File: config.mk
export PLATFORM = sky130hd
export DESIGN_NAME = gpr_regfile
export DESIGN_NICKNAME = d
export VERILOG_FILES = /design/src/rtl/gpr_regfile.sv
export SDC_FILE = /design/constraint.sdc
export NUM_CORES = 2
export LEC_CHECK = 0
export BUFFER_PORTS_ARGS = -buffer_cell sky130_fd_sc_hd__buf_4
export CAP_MARGIN = 20
export CORE_MARGIN = 8
export CORE_UTILIZATION = 45
export CTS_CLUSTER_SIZE = 20
export DETAILED_ROUTE_END_ITERATION = 10
export PLACE_DENSITY_LB_ADDON = 0.1
export SKIP_LAST_GASP = 1
export SLEW_MARGIN = 20
export SYNTH_ARGS = -nofsm -noshare
export SYNTH_HDL_FRONTEND = slang
export SYNTH_SLANG_ARGS = --single-unit
File: constraint.sdc
create_clock -name clk -period 4.5 [get_ports clk]
set_clock_uncertainty 0.15 [all_clocks]
set_input_delay 0 -clock clk [delete_from_list [all_inputs] [get_ports clk]]
set_output_delay 0 -clock clk [all_outputs]
set_load 0.05 [all_outputs]
File: src/rtl/gpr_regfile.sv
// gpr_regfile: 32x32 general-purpose register file, two read ports with
// optional write-through bypass, a debug read port and a committed-write counter.
module gpr_regfile #(
   parameter int DATA_W = 32,
   parameter int ADDR_W = 5,
   parameter int BYPASS = 1,
   parameter int CNT_W  = 32
) (
   input  logic              clk,
   input  logic              reset,
   input  logic              RegWrite,
   input  logic [ADDR_W-1:0] A3,
   input  logic [DATA_W-1:0] WD,
   input  logic [ADDR_W-1:0] A1,
   input  logic [ADDR_W-1:0] A2,
   output logic [DATA_W-1:0] RD1,
   output logic [DATA_W-1:0] RD2,
   input  logic [ADDR_W-1:0] dbg_addr,
   output logic [DATA_W-1:0] dbg_data,
   output logic [CNT_W-1:0]  wr_count
);

   localparam int DEPTH = 2 ** ADDR_W;
   localparam logic [CNT_W-1:0] CNT_ONE = {{(CNT_W-1){1'b0}}, 1'b1};

   logic [DATA_W-1:0] regs [DEPTH];
   logic              we;
   logic              fwd1;
   logic              fwd2;

   assign we = RegWrite && !reset && (A3 != '0);

   always_ff @(posedge clk) begin
      if (reset) begin
         for (int i = 0; i < DEPTH; i++) begin
            regs[i] <= '0;
         end
         wr_count <= '0;
      end else if (we) begin
         regs[A3] <= WD;
         wr_count <= wr_count + CNT_ONE;
      end
   end

   // Forwarding covers the WB-to-decode hazard in the same cycle.
   assign fwd1 = (BYPASS != 0) && we && (A1 == A3);
   assign fwd2 = (BYPASS != 0) && we && (A2 == A3);

   always_comb begin
      RD1 = '0;
      RD2 = '0;
      dbg_data = '0;
      if (!reset && (A1 != '0)) begin
         RD1 = fwd1 ? WD : regs[A1];
      end
      if (!reset && (A2 != '0)) begin
         RD2 = fwd2 ? WD : regs[A2];
      end
      if (!reset && (dbg_addr != '0)) begin
         dbg_data = regs[dbg_addr];
      end
   end

endmodule
### Word-level counts from Yosys, hierarchy flattened

Memories as Yosys holds them, arrays and structs flattened.
Index checks and enable logic that the tools add are counted.

| storage, ports and cells | value |
|---|---|
| flip-flop bits (word level) | 32 |
| RAM bits | 1024 |
| output and inout bits | 128 |
| word-level logic and storage cells | 31 |
| memories | 1 |

| cells by class | value |
|---|---|
| add/sub/neg operators | 1 |
| equality and inequality tests | 2 |
| multiplexer cells | 13 |
| reduce and logical (&&, ||, !) cells | 13 |

Memories:

| memory | depth | width | rd ports | clocked after Yosys merged registers in | wr ports | line | RTL |
|---|---|---|---|---|---|---|---|
| regs | 32 | 32 | 3 | 0 | 32 | 26 | `logic [DATA_W-1:0] regs [DEPTH];` |

Operator list:

| cell | number |
|---|---|
| $mux W32 | 6 |
| $add A32 B1 Y32 const B | 1 |
| $reduce_or A32 Y1 | 1 |
| $reduce_bool A5 Y1 | 4 |
| $eq A5 B5 Y1 | 2 |
| $logic_and A1 B1 Y1 | 7 |
| $mux W1 | 6 |
| $mux W5 | 1 |
| $logic_not A1 Y1 | 1 |

### Depth between registers and ports, before layout

| logic depth | value |
|---|---|
| depth in word-level cells | 8 |
| mapped depth | 9 |
| mapped depth without buffers | 6 |

### Worst setup path after synthesis

OpenSTA, ideal clock, no wires.

| path | value |
|---|---|
| path kind | input-to-reg |
| from | in A3[2] |
| to | mem regs[5][0] (enable) |
| setup time | 0.466 ns |
| arrival time | 3.208 ns |
| data required time | 3.884 ns |
| slack | 0.676 ns |
| cell stages on the path | 4 |
| buffers on the path | 2 |
| path through | clkbuf_1 > or3b_2 > clkbuf_1 > o21ai_0 |

RTL lines:

| element | line | RTL |
|---|---|---|
| from (decl) | 12 | `input logic [ADDR_W-1:0] A3,` |
| to (decl) | 26 |  |

### Worst setup path after layout

| path | value |
|---|---|
| from | in A3[1] |
| to | out RD1[30] |

| on the way | value |
|---|---|
| cells in the longest elaborated chain, start to end | 5 |
| elaborated cells on any way between the ends | 6 |
| those cells by class | eq/ne: 1; mux: 2; reduce/logical: 3 |

RTL lines:

| element | line | RTL |
|---|---|---|
| $reduce_bool A5 Y1 | 31 | `assign we = RegWrite && !reset && (A3 != '0);` |
| $logic_and A1 B1 Y1 | 31 |  |
| $logic_and A1 B1 Y1 * | 46 | `assign fwd1 = (BYPASS != 0) && we && (A1 == A3);` |
| $mux W32 * | 54 | `RD1 = fwd1 ? WD : regs[A1];` |
| $mux W32 * | 53 | `if (!reset && (A1 != '0)) begin` |
| to (decl) | 16 | `output logic [DATA_W-1:0] RD1,` |

Mark *: on every way between the ends. The rest lies on a longest branch, timed or not.

==> key figures <==
Setup path
  • WP data arrival: 4360 ps
  • WS Path Type: in -> out
  • Worst Path Required: 4350 ps
  • CP peak stage delay: 750 ps
  • Most used cell, CP: buf_4
  • Slowest-stage cell, CP: and2_2
  • Worst-path fanout max: 18
  • CP Capture Type: output port
  • Top delay family on crit path: buffers and inverters
  • Startpoint class of the critical path: input port
  • CP Buf/Inv Count: 6
  • CP cell instances: dlygate4sd3_1 -> buf_4 -> nor2_1 -> dlygate4sd3_1 -> a21o_1 -> nor4_1 -> buf_4 -> and2_2 -> buf_4 -> a32o_1 -> buf_4

Place
  • Placer Congestion: 0.886
  • DP HPWL: 167000 µm
  • Number of port buffers: 182
  • Post-DP Area: 0.0688 mm²

Clock tree
  • CTS clock-pin slew for the worst setup and hold paths: 60 ps
  • Num Clock Sinks: 1056
  • Number of buffers created by CTS: 130
  • Clk buf depth: 3
  • Worst skew pair latency: 780 ps
  • CTS root buf: clkbuf_16
  • Post-cts resize count: 0
  • TritonCTS clock tree: built
  • Depth of the CTS H-tree: 4

Status
  • Status: finished with violations
  • Failing checks: negative setup slack

Final layout
  • Final net count: 4617
  • Share of post-route cells with drive strength above 1: 29.6%
  • Post-route cell area: 0.0734 mm²
  • Layout area overhead: 14.9%

Power and ir drop
  • Peak supply drop: 0.342 mV
  • Leak: 25.3 nW
  • Power per standard cell area: 363 mW/mm²

Logic synthesis
  • Yosys warnings: 0
  • Asr flop ratio synth: 0%
  • Cell area after synthesis: 0.0639 mm²
  • Dominant synthesized flop cell: edfxtp_1
  • Register area share after synthesis: 49.1%
  • Number of synthesized register bits: 1056
  • Cell taking the most area after synthesis: edfxtp_1
  • Synth top area share: 48.1%
  • Post-synth EDFFs: 1024
  • Syn Inst Count: 4439
  • Syn Area/Cell: 14.4 µm²
  • Cell variety after synth: 56
  • Largest cells by area after synthesis: edfxtp_1, mux4_2, and2_1

STA
  • Hold_ws: 120 ps
  • Slew Limit Fails: 0
  • Tcrit/Tclk final: 100%
  • Final hold violations: 0
  • Final min period: 4510 ps
  • Worst-Margin Slew: 1210 ps
  • Fmax: 222 MHz
  • RSZ-0062 raised after global routing: false
  • Relative slew margins: 19.3%
  • Final setup margin: -10.5 ps
  • Final setup fails: 1

Routing
  • Post-route ant nets: 0
  • Vias: 47100
  • Drt initial violations: 6967
  • Final wirelength: 277000 µm
  • Routed WL per cell: 42.1 µm
  • Post-DR vias/cell: 7.16
  • Pre-Repair DR Iteration Count: 5
  • DRC Markers: 0

Global routing
  • First-pass GRT wire length: 374000 µm
  • Total track usage: 35.2%
  • Antenna violations before repair: 27
  • Vias in the first global route: 45100
  • Global route overflow: 0
  • Maximum number of pins on one net before global-route repair: 80

Floorplan
  • Core ar.: 0.141 mm²
  • Initial cell density of the core: 45.2%
  • Num ports: 183
  • Die W: 393 µm
  • Die height: 393 µm
  • Full die area: 0.154 mm²
  • # rows: 138

Job
  • Max Cap Violations: 0

Worst hold path
  • Min-delay worst type: in -> reg
timing repair:
action                                  4_1_cts  5_1_grt
endpoints found under the hold margin      1047        0
endpoints found under the setup margin        0        0
hold buffers                                 46        0
setup buffers                                 0        0
metal layers:
metal / GRT usage (%) / vias to the layer above / share of wire [%]
li1: - / 18000 / -
met1: 45.8 / 24400 / 36
met2: 52.8 / 3717 / 44
met3: 9.48 / 878 / 12
met4: 21.2 / 6 / 6.8
met5: 0 / - / 0.018
final timing paths:
check / start / endpoint / slack, ps / depth (start not counted)
worst min register to register: wr_count[31]$_SDFFE_PP0P_ / wr_count[31]$_SDFFE_PP0P_ / 350 / 2
worst max register to register: wr_count[10]$_SDFFE_PP0P_ / wr_count[25]$_SDFFE_PP0P_ / 2050 / 5
worst max-delay path: A3[1] / RD1[30] / -10 / 11
worst min-delay path: reset / wr_count[6]$_SDFFE_PP0P_ / 120 / 3
synth_stat cells (22+ instances only):
cell type  count
a22o_1        31
dfxtp_1       32
a211oi_1      26
a21oi_1       80
o221ai_1     128
nor2b_1       27
nor4_1        24
a211o_1       31
clkbuf_1     354
nand3_1       24
nand2_1       22
edfxtp_1    1024
xor2_1        23
buf_1         31
mux4_2       666
and2_1       995
a22oi_1       74
o22ai_1      134
o21a_1        32
nor2_1        68
mux2_2        24
o21ai_0       83
o32ai_1       32
mux2i_1      266
buf_2         98
power breakdown:
part	leakage [nW]	switching (W)	internal, W
clock	1.98	0.00443	0.00584
sequential	10.0	0.000392	0.0113
combinational	13.4	0.00283	0.00183
kinds of logic after synthesis:
logic type | Yosys count | synth area share, %
multiplexers | 956 | 28.1
AO/OA/AOI/OAI | 668 | 7.44
adder cells (fa/ha/maj) | 1 | 0.0196
XOR/XNOR | 35 | 0.480
flip-flops | 1056 | 49.1
other | 1 | 0.00587
buffers and inverters | 511 | 3.35
AND/OR/NAND/NOR | 1211 | 11.5
layout by cell type (no fill, tap or decap), types with 32 or more instances in the layout:
cell / count
a21oi_1: 80
a22oi_1: 74
and2_1: 993
buf_12: 50
buf_4: 356
clkbuf_16: 135
conb_1: 32
dfxtp_1: 32
dlygate4sd3_1: 46
edfxtp_1: 1024
mux2i_1: 266
mux4_2: 666
nor2_1: 35
nor2_4: 33
o21a_1: 32
o21ai_0: 52
o221ai_1: 128
o22ai_1: 134
worst register-to-register path, stage by stage (launching register included):
cell     delay, ps
dfxtp_1        430
nand4_1        270
nor4_2         560
nand3_1        370
or3_1          440
a21oi_1        140
registers in the layout, summed over array words and instances (netlist names):
name / flops
regs: 1024
wr_count: 32
stage by stage:
stage	util, %	setup TNS [ps]	setup slack, ps	std cells	power, W
final	52.0	-10.5	-10.5	6574	0.0266
after global routing	52.0	0	16.8	6556	0.0271
after CTS	51.9	0	214	6550	0.0266
after detailed placement	48.7	0	1150	6271	0.0164
after global placement	48.7	0	1020	6269	0.0164
after floorplan	-	0	676	4470	0.0145
final cells by class:
class	instances	area [µm²]
clock buffer	165	3490
antenna	22	55.1
timing repair buffer	462	4330
tap	1890	2360
inverter	8	32.5
multi-input combinational	2903	31200
fill	11900	67800
clock inverter	68	541
sequential	1056	31400
(Power assumes the default switching activity.)
